--- src/rtl/mux8_arbiter.sv ---
// Round-robin packet arbiter for an 8:1 mux. A grant holds until the packet's
// last beat transfers, or until the granted requester stays idle for TIMEOUT cycles.
module mux8_arbiter #(
  parameter int unsigned TIMEOUT = 16
) (
  input  logic       clk,
  input  logic       rst,
  input  logic [7:0] req,
  input  logic [7:0] last,
  input  logic       out_ready,
  output logic [2:0] sel,
  output logic [7:0] gnt,
  output logic       out_valid,
  output logic       out_last,
  output logic       abort,
  output logic       busy
);

  localparam int unsigned N  = 8;
  localparam int unsigned SW = 3;
  localparam int unsigned CW = 8;
  localparam logic [CW-1:0] CNT_LAST = CW'(TIMEOUT - 1);

  typedef enum logic {
    IDLE  = 1'b0,
    GRANT = 1'b1
  } state_e;

  state_e          state_q, state_d;
  logic [SW-1:0]   ptr_q, ptr_d;
  logic [SW-1:0]   sel_q, sel_d;
  logic [N-1:0]    gnt_q, gnt_d;
  logic            abort_q, abort_d;
  logic [CW-1:0]   cnt_q, cnt_d;

  logic [SW-1:0]   win_c;
  logic [SW-1:0]   idx_c;
  logic            found_c;
  logic            req_sel_c;

  // First requester at or after ptr, wrapping 7 -> 0.
  always_comb begin
    win_c   = ptr_q;
    found_c = 1'b0;
    idx_c   = '0;
    for (int i = 0; i < int'(N); i++) begin
      idx_c = ptr_q + SW'(i);
      if (!found_c && req[idx_c]) begin
        found_c = 1'b1;
        win_c   = idx_c;
      end
    end
  end

  assign req_sel_c = req[sel_q];

  always_comb begin
    state_d = state_q;
    ptr_d   = ptr_q;
    sel_d   = sel_q;
    gnt_d   = gnt_q;
    abort_d = 1'b0;
    cnt_d   = cnt_q;

    unique case (state_q)
      IDLE: begin
        gnt_d = '0;
        cnt_d = '0;
        if (found_c) begin
          state_d       = GRANT;
          sel_d         = win_c;
          gnt_d[win_c]  = 1'b1;
        end
      end

      GRANT: begin
        if (req_sel_c) begin
          cnt_d = '0;
          if (out_ready && last[sel_q]) begin
            state_d = IDLE;
            gnt_d   = '0;
            ptr_d   = sel_q + SW'(1);
          end
        end else if (cnt_q == CNT_LAST) begin
          // Granted requester went quiet too long: drop the lock and move on.
          state_d = IDLE;
          gnt_d   = '0;
          ptr_d   = sel_q + SW'(1);
          cnt_d   = '0;
          abort_d = 1'b1;
        end else begin
          cnt_d = cnt_q + CW'(1);
        end
      end

      default: begin
        state_d = IDLE;
        gnt_d   = '0;
      end
    endcase
  end

  always_ff @(posedge clk or posedge rst) begin
    if (rst) begin
      state_q <= IDLE;
      ptr_q   <= '0;
      sel_q   <= '0;
      gnt_q   <= '0;
      abort_q <= 1'b0;
      cnt_q   <= '0;
    end else begin
      state_q <= state_d;
      ptr_q   <= ptr_d;
      sel_q   <= sel_d;
      gnt_q   <= gnt_d;
      abort_q <= abort_d;
      cnt_q   <= cnt_d;
    end
  end

  assign sel       = sel_q;
  assign gnt       = gnt_q;
  assign abort     = abort_q;
  assign busy      = (state_q == GRANT);
  assign out_valid = busy && req_sel_c;
  assign out_last  = out_valid && last[sel_q];

endmodule
--- config.mk ---
export PLATFORM = sky130hd
export DESIGN_NAME = mux8_arbiter
export DESIGN_NICKNAME = d
export VERILOG_FILES = /design/src/rtl/mux8_arbiter.sv
export SDC_FILE = /design/constraint.sdc
export NUM_CORES = 1
export LEC_CHECK = 0
export BUFFER_PORTS_ARGS = -buffer_cell sky130_fd_sc_hd__buf_2
export CELL_PAD_IN_SITES_DETAIL_PLACEMENT = 0
export CELL_PAD_IN_SITES_GLOBAL_PLACEMENT = 1
export CORE_MARGIN = 2
export CORE_UTILIZATION = 30
export DETAILED_ROUTE_END_ITERATION = 12
export GPL_TIMING_DRIVEN = 0
export PLACE_DENSITY = 0.61
export REMOVE_ABC_BUFFERS = 1
export SETUP_SLACK_MARGIN = 0.15
export SYNTH_ARGS = -nofsm -noshare
export SYNTH_HDL_FRONTEND = slang
export SYNTH_SLANG_ARGS = --single-unit
--- constraint.sdc ---
create_clock -name clk -period 5.9 [get_ports clk]
set_input_delay 1.18 -clock clk [delete_from_list [all_inputs] [get_ports clk]]
set_output_delay 1.18 -clock clk [all_outputs]
set_load 0.03 [all_outputs]
[Word-level counts from Yosys, hierarchy flattened]
Cells that the tools add are included.
Cells by class
  add/subtract/negate cells: 9
  multipliers: 0
  div/mod/pow operators: 0
  magnitude comparators: 11
  equal/unequal tests: 4
  shift operators: 0
  multiplexer cells: 56
  bitwise logic cells: 1
  reduce and logical (&&, ||, !) cells: 22
Operator list (count)
  $mux W8: 6
  $lt A3 B4 Y1 const B: 10
  $pmux W8 S2: 2
  $bmux W1 S3: 10
  $mux W3: 10
  $mux W1: 26
  $add A3 B3 Y3 const B: 4
  $logic_and A1 B1 Y1: 11
  $add A8 B1 Y8 const B: 1
  $eq A8 B4 Y1 const B: 1
  $logic_not A1 Y1: 7
  $add A3 B1 Y3 const B: 2
  $add A3 B2 Y3 const B: 2
  $reduce_and A2 Y1: 2
  $demux W1 S3: 1
  $ge A3 B1 Y1 const B: 1
  $ne A3 B1 Y1 const B: 1
  $ne A3 B2 Y1 const B: 1
  $reduce_and A3 Y1: 1
  $ne A2 B1 Y1 const B: 1
  $pmux W1 S2: 1
  $reduce_bool A2 Y1: 1
  $not A1 Y1: 1
Storage, ports and cells
  bits in registers: 24
  latch bits: 0
  RAM bits: 0
  memory bits (read-only): 0
  input port bits: 19
  output and inout port bits: 15
  word-level logic and storage cells: 109
  memories kept: 0

[Logic depth before layout (Yosys ltp)]
Gate-level depths: netlist (run 1).
  depth after elaboration: 30
  mapped depth: 12
  gate-level depth less buffers: 9

[Worst setup path before layout (run 1)]
No wires, ideal clock.
  path kind: input-to-output
  from: input port req[7]
  to: output port out_last
  data arrival time: 2.463 ns
  data required time: 4.720 ns
  path slack: 2.257 ns
  cell stages on the path: 4
  buffers on the path: 0
  path through: mux4_2 > mux2i_1 > nor2_1 > and2_1
Between the ends
  longest elaborated chain between the ends: 4
Ends and longest elaborated chain
  start, declared: line 8  | input logic [7:0] req,
  $bmux W1 S3: line 55  | assign req_sel_c = req[sel_q];
  $mux W1 (implied by the code): line 55
  $logic_and A1 B1 Y1: line 125  | assign out_valid = busy && req_sel_c;
  via out_valid: line 13  | output logic out_valid,
  $logic_and A1 B1 Y1: line 126  | assign out_last = out_valid && last[sel_q];
  end, declared: line 14  | output logic out_last,
The timed path passes the listed nets, and every way through them passes these cells. The select of a mux whose other input is x is not followed.

[Final worst setup path (run 1)]
  from: register ptr_q[0]
  to: register gnt_q[6] (netlist: gnt[6])
Between the ends
  longest elaborated chain between the ends: 30
  elaborated cells on any way between the ends: 59
  classes of those cells: add/sub: 7; order compare: 2; mux: 35; reduce/logical: 15
Ends and longest elaborated chain
  start, declared: line 30  | logic [SW-1:0] ptr_q, ptr_d;
  start signal, assigned: line 113  | ptr_q <= ptr_d;
  branches (longest 28 deep; another with $add A3 B1 Y3)
  $mux W8 (*): line 69  | if (found_c) begin
  $pmux W8 S2 (*): line 65  | unique case (state_q)
  end signal, assigned: line 115  | gnt_q <= gnt_d;
  end, declared: line 32  | logic [N-1:0] gnt_q, gnt_d;
Mark *: on every way between the ends. The select of a mux whose other input is x is not followed.
A chain may end at the register's enable or synchronous reset.

==> run_results.csv, run 1 <==
group,metric,value,unit
sta,setup_violations,0,
clock_network,clk-insertion-delay-late,260,ps
drt,antenna_left,0,
sta,finalCriticalPeriod,4480,ps
die,fp.dieW,86.5,µm
sta,worstMarginPinSlew,913,ps
clock_network,cts_hold_buf,0,
drt,routed_via_density,5.46,
sta,slew_violations,0,
drt,wl_per_cell,16.3,µm
logic_synthesis,synthCells,195,
clock_network,ctsResizeCount,0,
setup_path,path_class,"flop to flop",
setup_path,worstPathRequired,6030,ps
clock_network,post-cts-setup-buffer-count,0,
setup_path,cp-end-kind,"flop",
pwr,p_per_area,659,nW/µm²
final_layout,diodes,0,
logic_synthesis,yosys_warnings,0,
clock_network,cts-buffers-inserted,3,
grt,overflow,0,
final_layout,drive_above_1_share,27.8,%
sta,hold_viol,0,
pwr,p_leak,0.995,nW
setup_path,critPathMaxStageDelay,900,ps
grt,grt_max_degree,25,
hold_path,hp-start,"cnt_q[0]",
clock_network,clockBufferDepth,2,
final_layout,area_delta_synth_final,12.3,%
drt,vias,1653,
logic_synthesis,synth_ff_type,"dfrtp_1",
clock_network,clk_pin_slew,90,ps
setup_path,crit_buf_inv,1,
grt,antenna_found_initial,0,
logic_synthesis,yosys.area.top_type,"dfrtp_1",
drt,drt_pass1_iterations,4,
setup_path,rr_worst_depth,9,
drt,drc,0,
die,die_area,7490,µm²
setup_path,worstPathMaxFanout,21,
placement,io_buffers,33,
die,boundaryPins,34,
setup_path,rrSetupSlack,1420,ps
setup_path,reg2reg_from,"ptr_q[0]",
drt,routed_wl,4940,µm
setup_path,cp_top_family,"compound AO/OA/AOI/OAI gates",
hold_path,min_delay_path_depth,1,
hold_path,hp-class,"flop to flop",
clock_network,clock-root-buffer,"clkbuf_8",
run,maxCapViolCount,0,
placement,dp_hpwl,3780,µm
logic_synthesis,synth-seq-area-share,29.4,%
logic_synthesis,synth_edf_count,0,
sta,clock_skew,4.38,ps
logic_synthesis,synth_area,2040,µm²
drt,drt_iter0_markers,49,
clock_network,ctsHtreeMaxLevel,1,
grt,grt_pass1_wl,8410,µm
sta,setup-tns-final,0,ps
logic_synthesis,avgSynthCellArea,10.5,µm²
sta,fmax,0.223,GHz
sta,finalCritPeriodShare,75.9,%
logic_synthesis,yosys_register_bits,24,
run_status,outcome,"finished, final reports clean",
logic_synthesis,synth.most_common_cell,"dfrtp_1",
logic_synthesis,async_flop_share,100,%
logic_synthesis,netlist_top_cells_area,"dfrtp_1 29%, mux4_2 13%, mux2i_1 6.4%, nand2_1 4.2%, o31ai_1 3.7%",
placement,gp_congestion,0.773,
pwr,vdd_drop_max,0.299,mV
die,core,6680,µm²
die,die_y,86.5,µm
logic_synthesis,synth.top_cell.area_share,29.4,%
die,rows,30,
logic_synthesis,yosysUniqueCellTypes,49,
setup_path,cp.arrival,4610,ps
setup_path,cp_slowest_cell,"dfrtp_1",
sta,rsz0062_at_grt,"false",
setup_path,start_kind,"flop",
grt,grt_util_all_layers,14.1,%
clock_network,cts_tree,"yes",
hold_path,min_to,"cnt_q[0]",
sta,slew_headroom,39.1,%
logic_synthesis,synth_common_cells,"24 x dfrtp_1, 23 x nand2_1, 14 x nor2_1",
sta,whs,472,ps
setup_path,crit_path_cell_trace,"inv_1 > ha_1 > mux2i_1 > mux4_1 > a32oi_2 > and4b_1 > and2_1 > a32oi_1 > o31ai_1",
die,start_util,30.6,%
grt,grt_pass1_vias,1615,
clock_network,clock_sinks,24,
setup_path,r2r-end,"gnt[6]",
final_layout,nNetsFinal,247,
cell families (layout without fill, tap and decap cells):
kind of cell	Yosys count	in the layout	share of synthesized area (%)
and+or+nand+nor	63	63	14.8
adders and majority gates	4	4	2.45
DFF	24	24	29.4
muxes	34	34	27.2
xor gates and xnor gates	11	11	4.72
AOI/OAI and AO/OA	42	42	16.6
buffers and inverters	17	45	4.84
power by group:
group          leakage [nW]  total, mW  switching, mW  internal (mW)
Combinational         0.650       1.09          0.630          0.457
Sequential            0.316      0.313          0.106          0.207
Clock                0.0288      0.112         0.0525         0.0595
Total                 0.995       1.51          0.788          0.723
worst max-delay path by stage:
stage          slack (ps)     start  depth (start not counted)     end
6_report             1420  ptr_q[0]                          9  gnt[6]
5_1_grt              1040  ptr_q[0]                          9  gnt[7]
4_1_cts              1400  ptr_q[0]                          9  gnt[7]
3_5_place_dp         1450  ptr_q[0]                          9  gnt[7]
3_3_place_gp         1430  ptr_q[0]                          9  gnt[3]
2_1_floorplan        2180  ptr_q[0]                          9  sel[1]
registers in the layout, summed over array words and instances, names as in the netlist:
name,cells
sel,3
busy,1
cnt_q,8
gnt,8
ptr_q,3
abort,1
layout make-up:
cell class / count / area [µm²]
Fill cell: 697 / 4390
Multi-Input combinational cell: 154 / 1340
Timing Repair Buffer: 33 / 165
Inverter: 8 / 30.0
Sequential cell: 24 / 601
Clock buffer: 4 / 55.1
Tap cell: 80 / 100
metrics by stage:
step | utilization [%] | power [mW] | setup WS (ps) | cells | cell area, µm²
after floorplan | - | 1.15 | 2180 | 186 | 1970
after CTS | 34.3 | 1.52 | 1400 | 303 | 2290
final | 34.3 | 1.51 | 1420 | 303 | 2290
after detailed placement | 33.5 | 1.40 | 1450 | 299 | 2240
after global placement | 33.5 | 1.40 | 1430 | 299 | 2240
after global routing | 34.3 | 1.65 | 1040 | 303 | 2290
cells in the final DEF (no fill, tap or decap), drive strengths merged, types with 2 or more instances in the layout:
master  netlist  layout
a21oi         6       6
inv           8       8
nand2        23      23
o211ai        2       2
ha            4       4
clkbuf        2       4
mux2          4       4
o211a         2       2
mux4         14      14
o21ai         5       5
o22ai         2       2
a32oi         3       3
nor2         14      14
nand3        10      10
and2          3       3
o31ai        10      10
buf           7      33
nand2b        2       2
o221ai        2       2
xnor2         7       7
dfrtp        24      24
and3          2       2
mux2i        16      16
xor2          4       4
layer usage:
| metal | part of all wire (%) | GRT usage, % | wire length (µm) | vias up |
|---|---|---|---|---|
| met1 | 49 | 21.0 | 2430 | 798 |
| met5 | 0 | 0 | 0 | - |
| met4 | 1.6 | 3.98 | 81 | 0 |
| li1 | - | - | - | 799 |
| met2 | 45 | 21.7 | 2210 | 49 |
| met3 | 4.5 | 1.52 | 224 | 7 |
worst register-to-register path, cell delays in order, from the launching register on:
cell and delay [ps]:
dfrtp_1 900, inv_1 230, ha_1 780, mux2i_1 200
mux4_1 600, a32oi_2 470, and4b_1 330, and2_1 180
a32oi_1 510, o31ai_1 150
Power figures use the tool's default switching activity.
==> run 2: changes to the inputs <==
--- a/config.mk
+++ b/config.mk
@@ -5,6 +5,7 @@
 export SDC_FILE = /design/constraint.sdc
 export NUM_CORES = 1
 export LEC_CHECK = 0
+export ABC_AREA = 1
 export BUFFER_PORTS_ARGS = -buffer_cell sky130_fd_sc_hd__buf_2
 export CELL_PAD_IN_SITES_DETAIL_PLACEMENT = 0
 export CELL_PAD_IN_SITES_GLOBAL_PLACEMENT = 1
@@ -12,7 +13,7 @@
 export CORE_UTILIZATION = 30
 export DETAILED_ROUTE_END_ITERATION = 12
 export GPL_TIMING_DRIVEN = 0
-export PLACE_DENSITY = 0.61
+export PLACE_DENSITY = 0.68
 export REMOVE_ABC_BUFFERS = 1
 export SETUP_SLACK_MARGIN = 0.15
 export SYNTH_ARGS = -nofsm -noshare
==> constraint.sdc (replaced) <==
create_clock -name clk -period 3.9 [get_ports clk]
set_input_delay 0.78 -clock clk [delete_from_list [all_inputs] [get_ports clk]]
set_output_delay 0.78 -clock clk [all_outputs]
set_load 0.03 [all_outputs]
==> run_results.csv, run 2 <==
group,metric,value,unit
final_layout,fin_cells,398,
placement,place_inst,395,
drt,drt_iter0_markers,107,
drt,antenna_left,0,
die,die_y,85.7,µm
clock_network,clock_sinks,24,
die,rows,29,
logic_synthesis,synth_ff_type,"dfrtp_1",
placement,io_buffers,33,
sta,fmax,0.321,GHz
clock_network,clockBufferDepth,2,
logic_synthesis,yosys_register_bits,24,
logic_synthesis,synthCells,290,
drt,vias,1886,
final_layout,multi_input_comb_area,1260,µm²
logic_synthesis,yosysUniqueCellTypes,31,
grt,grt_util_all_layers,14.2,%
final_layout,final_cell_mix,"87 x nand2_1, 36 x nand3_1, 33 x buf_2, 29 x nor2_1, 24 x dfrtp_1",
grt,grt_max_degree,25,
setup_path,path_class,"flop to flop",
setup_path,worstPathRequired,4100,ps
clock_network,cts-buffers-inserted,3,
grt,grt_pass1_vias,1840,
die,fp.dieW,85.7,µm
drt,wl_per_cell,12.1,µm
setup_path,worstPathMaxFanout,14,
setup_path,cp-end-kind,"flop",
pwr,power,2.17,mW
die,core,6390,µm²
final_layout,drive_above_1_share,24.9,%
grt,overflow,0,
sta,worst_slack,786,ps
die,boundaryPins,34,
logic_synthesis,yosys_warnings,0,
placement,gp_congestion,0.728,
die,die_area,7350,µm²
logic_synthesis,synth_common_cells,"87 x nand2_1, 36 x nand3_1, 29 x nor2_1",
placement,dpl_cell_area,2230,µm²
logic_synthesis,synth_edf_count,0,
setup_path,crit_start,"ptr_q[0]",
final_layout,nNetsFinal,346,
clock_network,clk_pin_slew,80,ps
pwr,p_leak,1.19,nW
final_layout,area_delta_synth_final,13.2,%
drt,drc,0,
hold_path,hp-start,"cnt_q[0]",
sta,hold_viol,0,
final_layout,final_common_cell,"nand2_1",
drt,drt_pass1_iterations,4,
clock_network,post-cts-setup-buffer-count,0,
run_status,outcome,"finished, final reports clean",
run,maxCapViolCount,0,
logic_synthesis,netlist_top_cells_area,"dfrtp_1 30%, nand2_1 16%, nand3_1 9.0%, nor2_1 5.4%, nand2_2 5.0%",
sta,setup-tns-final,0,ps
sta,worstMarginPinSlew,897,ps
logic_synthesis,synth_xor_area_share,3.94,%
logic_synthesis,synth_area,2000,µm²
clock_network,cts_tree,"yes",
grt,grt_pass1_wl,8440,µm
logic_synthesis,synth.most_common_cell,"nand2_1",
sta,finalCriticalPeriod,3110,ps
clock_network,cts_hold_buf,0,
clock_network,clk-insertion-delay-late,260,ps
sta,clock_skew,0.918,ps
logic_synthesis,yosys.area_share.adder,2.50,%
sta,slew_headroom,40.1,%
die,start_util,31.4,%
sta,rsz0062_at_grt,"false",
sta,finalCritPeriodShare,79.9,%
setup_path,cp.arrival,3320,ps
logic_synthesis,synth_compound_area_share,7.62,%
clock_network,clock-root-buffer,"clkbuf_8",
final_layout,regArea,601,µm²
logic_synthesis,synthSimpleGateAreaFrac,49.0,%
hold_path,hp-class,"flop to flop",
placement,dp_hpwl,3900,µm
logic_synthesis,synth-seq-area-share,30.0,%
pwr,vdd_drop_max,0.329,mV
logic_synthesis,yosys.area.top_type,"dfrtp_1",
final_layout,nFillCells,699,
pwr,p_per_area,956,nW/µm²
final_layout,diodes,0,
logic_synthesis,avgSynthCellArea,6.91,µm²
sta,slew_violations,0,
setup_path,start_kind,"flop",
clock_network,ctsResizeCount,0,
drt,routed_wl,4810,µm
drt,routed_via_density,4.74,
logic_synthesis,synth.top_cell.area_share,30.0,%
placement,pre_cts_ws,768,ps
logic_synthesis,synth_top_family_by_area,"simple AND/OR/NAND/NOR gates",
clock_network,ctsHtreeMaxLevel,1,
final_layout,final_area,2270,µm²
grt,antenna_found_initial,0,
setup_path,reg2reg_from,"ptr_q[0]",
sta,setup_violations,0,
logic_synthesis,synthMuxAreaShare,0,%
logic_synthesis,async_flop_share,100,%
[run 2: power by group]
part | switching [mW] | total, mW | internal (mW)
registers | 0.105 | 0.422 | 0.317
logic | 1.12 | 1.60 | 0.481
clock network | 0.0725 | 0.141 | 0.0689
[run 2: cells by family (layout without fill, tap and decap cells)]
group,Yosys count,in the layout
flops,24,24
xor+xnor,9,9
simple gates,196,196
buf+inv,32,63
compound gates,25,25
fa+ha+maj,4,4
[run 2: per-layer routing]
layer  part of all wire (%)  global-route usage (%)
met3                    2.0                    2.02
met2                     48                    24.5
met5                      0                       0
met4                   0.44                    1.73
met1                     49                    19.4
[run 2: layout make-up]
type                            count  area share (%)
Timing Repair Buffer               33            7.28
Tap cell                           77            4.25
Clock buffer                        3            1.82
Sequential cell                    24            26.5
Multi-Input combinational cell    234            55.7
Inverter                           27            4.47
[run 2: stage by stage]
| step | utilization (%) | hold WS (ps) |
|---|---|---|
| after floorplan | - | 433 |
| after global placement | 34.9 | 454 |
| after detailed placement | 34.9 | 460 |
| after CTS | 35.5 | 471 |
| after global routing | 35.5 | 482 |
| final | 35.5 | 468 |
[run 2: path summary, 6_finish.rpt]
path                            slack, ps       end  depth (start not counted)
worst max-delay path                  790    gnt[6]                         14
worst min-delay path                  470  cnt_q[0]                          1
worst min register to register        470  cnt_q[0]                          1
min in group asynchronous             700    gnt[5]                          2
worst max register to register        790    gnt[6]                         14
max in group asynchronous            2650    sel[1]                          2
[run 2: worst max-delay path, cell delays in order (launching register included)]
cell	delay, ps
dfrtp_1	680
inv_2	250
ha_1	530
inv_2	130
nand3_2	110
nand2_1	70
o21bai_1	330
inv_1	90
nor2_2	180
nand2_1	60
nand2_1	120
nand2_2	80
a21oi_4	200
nand4_1	140
nand2_1	70
